===== config.mk =====
export PLATFORM = sky130hd
export DESIGN_NAME = uart_tx_fifo
export DESIGN_NICKNAME = d
export VERILOG_FILES = /design/src/rtl/uart_tx_fifo.sv
export SDC_FILE = /design/constraint.sdc
export NUM_CORES = 1
export LEC_CHECK = 0
export ABC_AREA = 1
export CORE_MARGIN = 2
export CORE_UTILIZATION = 55
export CTS_BUF_LIST = sky130_fd_sc_hd__clkbuf_4
export DETAILED_ROUTE_END_ITERATION = 16
export GPL_ROUTABILITY_DRIVEN = 0
export PLACE_DENSITY = 0.72
export SYNTH_ARGS = -nofsm -noshare
export SYNTH_HDL_FRONTEND = slang
export SYNTH_SLANG_ARGS = --single-unit

===== constraint.sdc =====
create_clock -name clk -period 1.72 [get_ports clk]
set_clock_uncertainty 0.1 [all_clocks]
set_input_delay 0.258 -clock clk [delete_from_list [all_inputs] [get_ports clk]]
set_output_delay 0.258 -clock clk [all_outputs]
set_load 0.02 [all_outputs]

===== src/rtl/uart_tx_fifo.sv =====
// uart_tx_fifo: UART transmitter with an integrated transmit FIFO.
// Frames are start bit, DATA_WIDTH data bits (LSB first), an optional parity bit and
// STOP_BITS stop bits. Bytes queue in a FIFO_DEPTH-entry FIFO and go out back-to-back,
// with one idle clock between frames.
//
// Ports:
//   clk        system clock, rising edge
//   rst        asynchronous active-high reset
//   din        write data, sampled only when the write is accepted
//   wr_en      push din into the FIFO this cycle
//   full       FIFO holds FIFO_DEPTH entries
//   fifo_count current FIFO occupancy
//   overflow   high in any cycle where a write is dropped because the FIFO is full
//   tx         serial line, idle high
//   tx_busy    frame in progress
//   tx_done    one-cycle pulse in the first idle cycle after each frame
module uart_tx_fifo #(
    parameter int unsigned CLK_FREQ_HZ = 100_000_000,
    parameter int unsigned BAUD_RATE   = 9600,
    parameter int unsigned DATA_WIDTH  = 8,
    parameter int unsigned PARITY      = 0,
    parameter int unsigned STOP_BITS   = 1,
    parameter int unsigned FIFO_DEPTH  = 16
) (
    input  logic                          clk,
    input  logic                          rst,
    input  logic [DATA_WIDTH-1:0]         din,
    input  logic                          wr_en,
    output logic                          full,
    output logic [$clog2(FIFO_DEPTH):0]   fifo_count,
    output logic                          overflow,
    output logic                          tx,
    output logic                          tx_busy,
    output logic                          tx_done
);

    localparam int unsigned CLKS_PER_BIT = CLK_FREQ_HZ / BAUD_RATE;
    localparam int unsigned PTR_W        = $clog2(FIFO_DEPTH);
    localparam int unsigned CNT_W        = $clog2(STOP_BITS * CLKS_PER_BIT + 1);
    localparam int unsigned BIT_W        = $clog2(DATA_WIDTH);

    localparam logic [CNT_W-1:0] BIT_END  = CNT_W'(CLKS_PER_BIT - 1);
    localparam logic [CNT_W-1:0] STOP_END = CNT_W'(STOP_BITS * CLKS_PER_BIT - 1);
    localparam logic [BIT_W-1:0] LAST_BIT = BIT_W'(DATA_WIDTH - 1);
    localparam logic [PTR_W:0]   DEPTH_V  = (PTR_W + 1)'(FIFO_DEPTH);

    generate
        if (CLKS_PER_BIT < 2) begin : g_bad_baud
            $error("uart_tx_fifo: CLK_FREQ_HZ / BAUD_RATE must be at least 2");
        end
        if (DATA_WIDTH < 5 || DATA_WIDTH > 9) begin : g_bad_width
            $error("uart_tx_fifo: DATA_WIDTH must be 5..9");
        end
        if (PARITY > 2) begin : g_bad_parity
            $error("uart_tx_fifo: PARITY must be 0, 1 or 2");
        end
        if (STOP_BITS < 1 || STOP_BITS > 2) begin : g_bad_stop
            $error("uart_tx_fifo: STOP_BITS must be 1 or 2");
        end
        if (FIFO_DEPTH < 2 || (FIFO_DEPTH & (FIFO_DEPTH - 1)) != 0) begin : g_bad_depth
            $error("uart_tx_fifo: FIFO_DEPTH must be a power of 2, at least 2");
        end
    endgenerate

    typedef enum logic [2:0] {StIdle, StStart, StData, StParity, StStop} state_t;

    state_t                  state;
    logic [DATA_WIDTH-1:0]   mem [FIFO_DEPTH];
    logic [PTR_W-1:0]        wr_ptr;
    logic [PTR_W-1:0]        rd_ptr;
    logic [PTR_W:0]          count_next;
    logic                    push;
    logic                    pop;
    logic [DATA_WIDTH-1:0]   shift;
    logic                    par_bit;
    logic [CNT_W-1:0]        baud_cnt;
    logic [BIT_W-1:0]        bit_cnt;

    assign push     = wr_en && !full;
    // A dropped write is flagged even when a pop frees a slot in the same cycle.
    assign overflow = wr_en && full;
    assign pop      = (state == StIdle) && (fifo_count != '0);

    always_comb begin
        count_next = fifo_count;
        if (push && !pop) begin
            count_next = fifo_count + 1'b1;
        end else if (!push && pop) begin
            count_next = fifo_count - 1'b1;
        end
    end

    // Storage needs no reset: entries are only read after being written.
    always_ff @(posedge clk) begin
        if (push) begin
            mem[wr_ptr] <= din;
        end
    end

    always_ff @(posedge clk or posedge rst) begin
        if (rst) begin
            wr_ptr     <= '0;
            rd_ptr     <= '0;
            fifo_count <= '0;
            full       <= 1'b0;
        end else begin
            if (push) begin
                wr_ptr <= wr_ptr + 1'b1;
            end
            if (pop) begin
                rd_ptr <= rd_ptr + 1'b1;
            end
            fifo_count <= count_next;
            full       <= (count_next == DEPTH_V);
        end
    end

    always_ff @(posedge clk or posedge rst) begin
        if (rst) begin
            state    <= StIdle;
            tx       <= 1'b1;
            tx_busy  <= 1'b0;
            tx_done  <= 1'b0;
            shift    <= '0;
            par_bit  <= 1'b0;
            baud_cnt <= '0;
            bit_cnt  <= '0;
        end else begin
            tx_done <= 1'b0;
            unique case (state)
                StIdle: begin
                    tx      <= 1'b1;
                    tx_busy <= 1'b0;
                    if (pop) begin
                        shift    <= mem[rd_ptr];
                        // Odd parity makes the total count of ones odd, even makes it even.
                        par_bit  <= (PARITY == 1) ? ~^mem[rd_ptr] : ^mem[rd_ptr];
                        baud_cnt <= '0;
                        bit_cnt  <= '0;
                        tx       <= 1'b0;
                        tx_busy  <= 1'b1;
                        state    <= StStart;
                    end
                end
                StStart: begin
                    if (baud_cnt == BIT_END) begin
                        baud_cnt <= '0;
                        tx       <= shift[0];
                        state    <= StData;
                    end else begin
                        baud_cnt <= baud_cnt + 1'b1;
                    end
                end
                StData: begin
                    if (baud_cnt == BIT_END) begin
                        baud_cnt <= '0;
                        if (bit_cnt == LAST_BIT) begin
                            if (PARITY != 0) begin
                                tx    <= par_bit;
                                state <= StParity;
                            end else begin
                                tx    <= 1'b1;
                                state <= StStop;
                            end
                        end else begin
                            bit_cnt <= bit_cnt + 1'b1;
                            shift   <= shift >> 1;
                            tx      <= shift[1];
                        end
                    end else begin
                        baud_cnt <= baud_cnt + 1'b1;
                    end
                end
                StParity: begin
                    if (baud_cnt == BIT_END) begin
                        baud_cnt <= '0;
                        tx       <= 1'b1;
                        state    <= StStop;
                    end else begin
                        baud_cnt <= baud_cnt + 1'b1;
                    end
                end
                StStop: begin
                    // One counter span covers all stop bits.
                    if (baud_cnt == STOP_END) begin
                        baud_cnt <= '0;
                        tx_done  <= 1'b1;
                        tx_busy  <= 1'b0;
                        state    <= StIdle;
                    end else begin
                        baud_cnt <= baud_cnt + 1'b1;
                    end
                end
                default: begin
                    tx      <= 1'b1;
                    tx_busy <= 1'b0;
                    state   <= StIdle;
                end
            endcase
        end
    end

endmodule


## After elaboration in Yosys (flattened, before gate mapping)

Memory sizes are Yosys's and may differ from the RTL's.
Index checks and enable logic that the tools add are counted.
W data, S select, Z words.

- Register bits: 45
- Bits in writable memories: 128
- Input port bits: 11
- Output and inout bits: 10
- Memories: 1

- Equal/unequal tests: 14
- Bitwise operators: 2
- Muxes and demuxes: 33
- Reductions and logical operators: 19
- $add $sub $neg: 6

Memory list:

| memory | depth | width | rd ports | clocked after Yosys merged registers in | write ports | RTL line | source |
|---|---|---|---|---|---|---|---|
| mem | 16 | 8 | 1 | 0 | 1 | 68 | `logic [DATA_WIDTH-1:0] mem [FIFO_DEPTH];` |

Operator list:

| kind | count |
|---|---|
| $mux W14 | 2 |
| $pmux W14 S2 | 1 |
| $mux W3 | 9 |
| $mux W8 | 3 |
| $pmux W8 S2 | 1 |
| $pmux W3 S5 | 1 |
| $add A14 B1 Y14 const B | 1 |
| $eq A14 B14 Y1 const B | 1 |
| $ne A2 B2 Y1 const B | 7 |
| $mux W1 | 11 |
| $mux W5 | 2 |
| $add A4 B1 Y4 const B | 2 |
| $reduce_and A4 Y1 | 2 |
| $eq A3 B2 Y1 const B | 2 |
| $eq A3 B3 Y1 const B | 2 |
| $pmux W3 S2 | 1 |
| $reduce_and A6 Y1 | 1 |
| $add A5 B1 Y5 const B | 1 |
| $eq A5 B5 Y1 const B | 1 |
| $logic_and A1 B1 Y1 | 5 |
| $pmux W1 S5 | 1 |
| $reduce_bool A5 Y1 | 1 |
| $sub A5 B1 Y5 const B | 1 |
| $reduce_and A2 Y1 | 2 |
| 9 further kinds | 13 |

## Depth between registers and ports, before layout

- Word-level depth: 7
- Depth in mapped cells: 12

## Worst setup path before layout

OpenSTA, ideal clock, no wires.

- Path kind: register to register
- Start: register full
- End: memory mem[11][0], enable pin
- Data required time: 1.250 ns
- Library setup time: 0.370 ns
- Arrival time: 1.314 ns
- Cell stages (with the launch flop): 6
- Clock period less this slack: 1.784 ns
- Buffers on the path: 0
- Slack: -0.064 ns
- Cell sequence: dfrtp_1 -> inv_1 -> nand2_1 -> inv_2 -> nand2_1 -> nor2_1

- Cells in the longest elaborated chain, start to end: 4

RTL lines:

| item | RTL line | source |
|---|---|---|
| from (decl) | 29 | `output logic full,` |
| from (signal assigned) | 114 | `full <= (count_next == DEPTH_V);` |
| $logic_not A1 Y1 | 79 | `assign push = wr_en && !full;` |
| $logic_and A1 B1 Y1 | 79 |  |
| $mux W1 | 95 | `if (push) begin` |
| $mux W1 (not written as such) | 96 | `mem[wr_ptr] <= din;` |
| to (decl) | 68 |  |

No other way between the ends.

## Final worst setup path

- Start: register bit_cnt[0]
- End: register shift[2]

- Cells in the longest elaborated chain, start to end: 3

RTL lines:

| item | RTL line | source |
|---|---|---|
| from (decl) | 77 | `logic [BIT_W-1:0] bit_cnt;` |
| from (signal assigned) | 166 | `bit_cnt <= bit_cnt + 1'b1;` |
| $eq A3 B3 Y1 | 157 | `if (bit_cnt == LAST_BIT) begin` |
| $ne A2 B2 Y1 (no line) | -- |  |
| $reduce_and A4 Y1 (no line) | -- |  |
| to (signal assigned) | 135 | `shift <= mem[rd_ptr];` |
| to (signal assigned) | 167 | `shift <= shift >> 1;` |
| to (decl) | 74 | `logic [DATA_WIDTH-1:0] shift;` |

No other way between the ends.
A chain may end at the register's enable or synchronous reset.

==> key figures <==
Floorplanning
  – Die H: 123 um
  – Die area: 15100 sq um
  – Initial core utilization: 56.0%
  – Ports: 21
  – Core area: 13800 sq um
  – Num rows: 43
  – Die Width: 123 um

Worst setup path
  – Reg2reg start: bit_cnt[0]$_DFFE_PP0P_
  – Element type at the critical path start: register
  – Critical path start-end classification: reg2reg
  – Critical Path Sink Type: register
  – Data required time at the worst endpoint: 2.15 ns
  – Worst-case reg-to-reg path depth: 9
  – Arrival time of the worst setup path: 2.29 ns
  – FF-to-FF End: shift[2]$_DFFE_PP0P_
  – Maximum fanout count along the critical path: 6
  – Worst-case register-to-register setup slack: -0.13 ns

Worst hold path
  – Worst Min Path Start: din[6]
  – Worst Hold Endpoint: mem[6][6]$_DFFE_PP_
  – Number of stages on the worst hold path: 1
  – Path type of the worst min-delay path: in2reg

Detailed routing
  – Post-route DRC violation count: 0
  – Detailed-route via count: 5915
  – Initial drt markers: 660
  – Number of nets with antenna violations after detailed routing: 0
  – Iteration count of the initial detailed-routing pass: 7
  – Average wire per standard cell: 17.9 um
  – Via density per instance: 5.63
  – Drt total wl: 18.8 mm

Clock tree
  – CTS sink cnt: 173
  – Number of buffers created by CTS: 17
  – Clock-pin slew on the worst setup and hold paths: 0.18 ns
  – H-Tree Depth: 4
  – Maximum buffer depth of the clock tree: 2
  – Clk_lat worst skew: 0.59 ns
  – CTS tree: built
  – Clk root buf: sky130_fd_sc_hd__clkbuf_4

Global route
  – GRT Resource Usage Total: 24.9%
  – Met2 Resource Use GR: 41.7%
  – Met1 layer usage reported by global route: 32.8%
  – Number of global-route vias before repair: 5509
  – Top Usage Layer GRT: met2
  – Total congestion overflow after global routing: 0
  – GRT met3 Usage: 4.55%
  – Number of antenna violations at the first check in global routing: 0
  – Largest net degree at the start of global routing: 67
  – Wire length of the first global-routing pass: 27.7 mm

Run
  – # Max-Cap Violations: 0

Timing
  – Fin worst setup slack: -0.131 ns
  – Relative slew slack: 72.9%
  – Highest achievable clock rate: 0.540 GHz
  – Worst slew pin tran: 0.406 ns
  – Hold Fails Final Rpt: 0
  – Crit share post-route: 108%
  – RSZ-0062 raised after global routing: true
  – Number of pins with negative max-slew slack in the final report: 0
  – Fin crit period: 1.85 ns
  – Setup-failing EPs final: 19

Synthesis
  – Flip-flop cell with the highest count after synthesis: sky130_fd_sc_hd__edfxtp_1
  – Distinct cell type count of the synthesized netlist: 34
  – Fraction of synthesis flops using an asynchronous set or reset pin: 26.0%
  – Netlist area before placement: 7750 sq um
  – Count of flip-flops with a built-in enable after synthesis: 128
  – Synthesized instance count: 763
  – Synth warnings: 0
  – Flip-flop and latch count after synthesis: 173
  – Syn Nets: 784
  – Synthesized area per cell: 10.2 sq um
  – Post-synthesis sequential area ratio: 64.2%

Layout
  – Non-filler cells, final: 1050
  – Fin area: 9490 sq um
  – Diode insertion count for antenna repair: 0
  – Layout Area Growth over Synthesis: 22.4%
  – Number of nets in the finished design: 878
  – Ratio of cells with drive above 1 in the final layout: 24.0%
  – Filler cells: 969

Placement
  – Instance area at placement: 8640 sq um
  – # placed instances: 999
  – Number of buffer cells added on primary ports: 20
  – DP Wirelength: 12.0 mm
  – Worst-case setup slack after placement: -0.163 ns

Status
  – Violated checks: negative setup slack
  – Run status: finished, violations left

Power and ir drop
  – Power Dens Cells: 956 nW/um^2
  – Leakage power figure: 3.92 nW
  – Post-layout total power: 9.07 mW
  – Max IR drop VDD: 1.03 mV
## metal layers
metal  vias up  wire (um)
li1       2776          -
met1      2878       7450
met2       226       9640
met3        35       1330
met4         0        400
met5         -          0
## sequential cells by signal, indices dropped and copies added (netlist names)
name,flops
tx,1
rd_ptr,4
wr_ptr,4
fifo_count,5
bit_cnt,3
shift,8
tx_busy,1
full,1
tx_done,1
baud_cnt,14
state,3
mem,128
## cell type report
cell class | count | area (sq um) | area share, %
sequential | 173 | 4980 | 52.5
multi-input combinational | 498 | 2720 | 28.7
timing repair buffer | 103 | 1000 | 10.6
inverter | 64 | 258 | 2.72
tap | 180 | 225 | 2.37
clock inverter | 14 | 166 | 1.75
clock buffer | 18 | 135 | 1.42
## cell families (layout without fill, tap and decap cells)
logic type	after synthesis	count (layout)	synth area share, %
buffers and inverters	92	199	4.81
xor gates and xnor gates	13	13	1.47
DFF	173	173	64.2
AOI/OAI and AO/OA	82	82	6.02
and+or+nand+nor	393	393	21.9
adders and majority gates	10	10	1.61
## stage by stage
step	utilization, %	hold WS (ns)	TNS, ns
after global routing	68.6	0.160	-3.46
after CTS	66.0	0.142	-0.802
after global placement	62.5	0.362	-12.82
after detailed placement	62.5	0.365	-15.73
final	68.6	0.181	-1.33
after floorplan	-	0.257	-5.00
## power by group
part / internal (mW) / switching [mW] / total, mW
Combinational: 0.607 / 0.971 / 1.58
Clock: 0.823 / 1.61 / 2.43
Sequential: 4.89 / 0.173 / 5.06
Total: 6.32 / 2.75 / 9.07
## synthesized netlist by cell type (3+ instances only)
cell | instances | share of area (%)
sky130_fd_sc_hd__dfrtp_1 | 44 | 14
sky130_fd_sc_hd__inv_1 | 47 | 2.3
sky130_fd_sc_hd__edfxtp_1 | 128 | 50
sky130_fd_sc_hd__o211ai_1 | 18 | 1.7
sky130_fd_sc_hd__clkinv_1 | 3 | 0.15
sky130_fd_sc_hd__o21ai_1 | 28 | 1.8
sky130_fd_sc_hd__nand4_1 | 11 | 0.89
sky130_fd_sc_hd__nand2_4 | 3 | 0.44
sky130_fd_sc_hd__nand3_1 | 73 | 4.7
sky130_fd_sc_hd__nor2_1 | 116 | 5.6
sky130_fd_sc_hd__a21oi_1 | 8 | 0.52
sky130_fd_sc_hd__ha_1 | 10 | 1.6
sky130_fd_sc_hd__nand2_2 | 5 | 0.40
sky130_fd_sc_hd__nor2_2 | 6 | 0.48
sky130_fd_sc_hd__xor2_1 | 13 | 1.5
sky130_fd_sc_hd__clkbuf_1 | 12 | 0.58
sky130_fd_sc_hd__nor2_4 | 3 | 0.44
sky130_fd_sc_hd__inv_2 | 14 | 0.68
sky130_fd_sc_hd__nand2_1 | 161 | 7.8
sky130_fd_sc_hd__buf_2 | 13 | 0.84
sky130_fd_sc_hd__nor3_1 | 11 | 0.71
sky130_fd_sc_hd__o21ai_0 | 22 | 1.4
## worst max-delay path by stage
stage / start / endpoint / slack, ns / depth (start not counted)
after detailed placement: wr_en / mem[9][7]$_DFFE_PP_ / -0.16 / 6
after CTS: baud_cnt[0]$_DFFE_PP0P_ / shift[5]$_DFFE_PP0P_ / -0.09 / 12
after global routing: baud_cnt[0]$_DFFE_PP0P_ / shift[2]$_DFFE_PP0P_ / -0.22 / 12
final: bit_cnt[0]$_DFFE_PP0P_ / shift[2]$_DFFE_PP0P_ / -0.13 / 9
after floorplan: full$_DFF_PP0_ / mem[15][0]$_DFFE_PP_ / -0.06 / 5
after global placement: wr_en / mem[9][2]$_DFFE_PP_ / -0.14 / 6
## critical path, cell delays in order (launching register included)
cell	delay, ns
sky130_fd_sc_hd__dfrtp_1	0.44
sky130_fd_sc_hd__ha_2	0.22
sky130_fd_sc_hd__ha_4	0.16
sky130_fd_sc_hd__or2_4	0.24
sky130_fd_sc_hd__nand2_4	0.06
sky130_fd_sc_hd__nand3_4	0.18
sky130_fd_sc_hd__buf_12	0.20
sky130_fd_sc_hd__nor2_2	0.07
sky130_fd_sc_hd__nand2_1	0.06
sky130_fd_sc_hd__nand2_1	0.05
## placed cells by master (no fill, tap or decap), types with 5 or more instances in the layout
| master | n |
|---|---|
| sky130_fd_sc_hd__nand3_1 | 68 |
| sky130_fd_sc_hd__nor2_1 | 103 |
| sky130_fd_sc_hd__o211ai_1 | 18 |
| sky130_fd_sc_hd__dfrtp_1 | 40 |
| sky130_fd_sc_hd__inv_8 | 7 |
| sky130_fd_sc_hd__nor2_4 | 9 |
| sky130_fd_sc_hd__ha_1 | 6 |
| sky130_fd_sc_hd__o21ai_0 | 22 |
| sky130_fd_sc_hd__o21ai_1 | 22 |
| sky130_fd_sc_hd__nand2_2 | 6 |
| sky130_fd_sc_hd__nand4_1 | 11 |
| sky130_fd_sc_hd__nand2_1 | 149 |
| sky130_fd_sc_hd__buf_6 | 11 |
| sky130_fd_sc_hd__o21ai_2 | 6 |
| sky130_fd_sc_hd__inv_6 | 5 |
| sky130_fd_sc_hd__nor2_2 | 13 |
| sky130_fd_sc_hd__inv_1 | 44 |
| sky130_fd_sc_hd__nand2_4 | 10 |
| sky130_fd_sc_hd__edfxtp_1 | 128 |
| sky130_fd_sc_hd__nor3_1 | 8 |
| sky130_fd_sc_hd__buf_4 | 63 |
| sky130_fd_sc_hd__clkbuf_4 | 18 |
| sky130_fd_sc_hd__xor2_1 | 13 |
| sky130_fd_sc_hd__inv_2 | 13 |
| sky130_fd_sc_hd__clkdlybuf4s50_1 | 10 |
| sky130_fd_sc_hd__a21oi_1 | 7 |
| sky130_fd_sc_hd__buf_12 | 8 |
## timing repair
action / CTS / global route
gates resized for setup: 53 / 80
hold buffers: 1 / 0
cloned: 3 / 0
hold endpoints to repair: 14 / 0
pin swaps: 10 / 28
endpoints found under the setup margin: 27 / 35
buffers inserted: 5 / 11
No activity file was read; power rests on OpenSTA's default activity.
==> variant: new RTL, same flow settings <==
`PARITY`: 0 -> 1.
--- a/src/rtl/uart_tx_fifo.sv
+++ b/src/rtl/uart_tx_fifo.sv
@@ -18,7 +18,7 @@
     parameter int unsigned CLK_FREQ_HZ = 100_000_000,
     parameter int unsigned BAUD_RATE   = 9600,
     parameter int unsigned DATA_WIDTH  = 8,
-    parameter int unsigned PARITY      = 0,
+    parameter int unsigned PARITY      = 1,
     parameter int unsigned STOP_BITS   = 1,
     parameter int unsigned FIFO_DEPTH  = 16
 ) (
Behaviour: no difference found for any inputs over 10 cycles, from zero or initial values and one cycle with rst high; that may be too few to reach the edited logic, so the function may still have changed.
==> variant against the unedited design <==
- the run still ends with setup timing left
- setup slack got worse by 190 ps
- via count is 10% higher
- routed wire length increased by 14%
- global-route usage increased by 2.0 points
- design area is 14% higher
- sequential cell count increased by 1
- power up 12%
- count of clock-buffer cells in the layout decreased by 1
- synthesized area up 3.5%
- clock power rose by 18%
- sequential share of layout area fell by 6.1 points
- utilization grew 6.4 points
- largest power group unchanged
==> variant: results (changes against the unedited design) <==
Worst setup path
  – CP arrival: 2440 ps (+150 ps)
  – FF-to-FF Start: rd_ptr[0]
  – Worst path max stage delay: 540 ps (+100 ps)
  – CP Capture Point: par_bit
  – R2r worst-path depth: 17 (+8)
  – Crit-path max FO: 7 (+1)

Global routing
  – GR Layer Usage met3: 0.0533 (+0.00773)
  – GRT Total Usage: 0.269 (+0.0198)
  – Global-route wire length before repair: 32300 microns (+17%)
  – Met2 GRT Util: 0.466 (+0.0493)
  – Vias in the first global route: 6323 (+15%)

Synthesis
  – Synthesized instance count: 814 (+6.7%)
  – Ranking of synthesized cells by area: edfxtp_1 (48%), dfrtp_1 (14%), nand2_1 (12%), nand3_1 (4.9%), inv_1 (4.0%)
  – Post-Synth XOR/XNOR Area: 0.0120 (-0.00269)
  – Synthesized Nets: 835 (+6.5%)
  – Post-synthesis compound-gate area fraction: 0.0513 (-0.00892)
  – Post-synth ARST share: 0.264 (+0.00425)
  – Most instantiated cells after synthesis: nand2_1 (251), edfxtp_1 (128), inv_1 (86), nand3_1 (79), nor2_1 (62)
  – Adder-Cell Fraction of Synth Area: 0.0156 (-0.000552)
  – Multiplexer share of the synthesized area: 0.00140 (+0.00140)
  – Synth unique cells: 45 (+32%)

Timing
  – Final setup viols: 36 (+17)
  – Final worst setup slack: -317 ps (-185 ps)

Outcome
  – Failing checks: setup timing
  – Status: finished with violations

Layout
  – Share of post-route cells with drive strength above 1: 0.364 (+0.124)
  – Top Registers: mem: 128 flops, baud_cnt: 14 flops, shift: 8 flops
  – Final Net Count: 992 (+13%)
  – Fillers: 835 (-14%)

Route
  – DR WL/cell: 18.3 microns (+2.3%)
  – Drt via density: 5.59 (-0.76%)

Pwr
  – Leak: 4.65 nW (+19%)
  – Worst ir drop on vdd: 0.731 mV (-29%)

Placed design
  – Post-Place Cells: 1096 (+9.7%)
  – Half-perimeter wire length after placement: 12600 microns (+5.1%)
==> variant: repair_timing <==
action / in CTS / in global routing
buffers inserted: 25 / 13
gates resized for setup: 132 / 79
gates cloned: 5 / 0
hold buffers: 1 / 0
hold endpoints to repair: 10 / 0
pin swaps: 38 / 30
endpoints found under the setup margin: 43 / 150
==> variant: power breakdown <==
group / switching (mW) / leakage, nW / total (mW) / internal [mW]
Sequential: 0.182 / 1.72 / 5.13 / 4.94
Combinational: 1.32 / 2.74 / 2.18 / 0.864
Clock: 1.42 / 0.185 / 2.87 / 1.44
Total: 2.92 / 4.65 / 10.2 / 7.25
==> variant: routing by layer <==
layer  share of wire  wire length (microns)  vias to the layer above
met5               0                      0                        -
met4           0.037                    783                        0
met3           0.064                   1370                       68
met2            0.52                  11100                      302
met1            0.38                   8120                     3156
li1                -                      -                     3004
==> variant: cell families after synthesis <==
group	after synthesis
adder cells (fa/ha/maj)	10
AND/OR/NAND/NOR	421
multiplexers	1
AO/OA/AOI/OAI	67
flip-flops	174
buffers and inverters	130
XOR/XNOR	11
==> variant: worst min-delay path by stage <==
stage | startpoint | to | slack [ps]
floorplan | din[0] | mem[0][0] | 260
global placement | par_bit | par_bit | 380
detailed placement | par_bit | par_bit | 380
CTS | din[4] | mem[9][4] | 250
global route | din[4] | mem[9][4] | 250
finish | din[4] | mem[9][4] | 280
==> variant: per-stage QoR <==
stage	cell area, sq um	total power [mW]	worst slack, ps	hold WS, ps	TNS (ps)
final	10800	10.2	-317	283	-6100
after floorplan	8180	6.20	-144	257	-1370
after global routing	10800	10.6	-467	252	-10150
after CTS	10400	9.94	-244	246	-2510
after global placement	9370	6.98	-231	377	-23700
after detailed placement	9370	7.07	-271	382	-29600
==> variant: layout make-up <==
| cell class | instances | share of cell area |
|---|---|---|
| clock buffers | 17 | 0.0118 |
| clock inverters | 15 | 0.0224 |
| inverters | 101 | 0.0373 |
| multi-input cells | 510 | 0.293 |
| flip-flops and latches | 174 | 0.464 |
| well taps | 184 | 0.0214 |
| repair buffers | 167 | 0.150 |
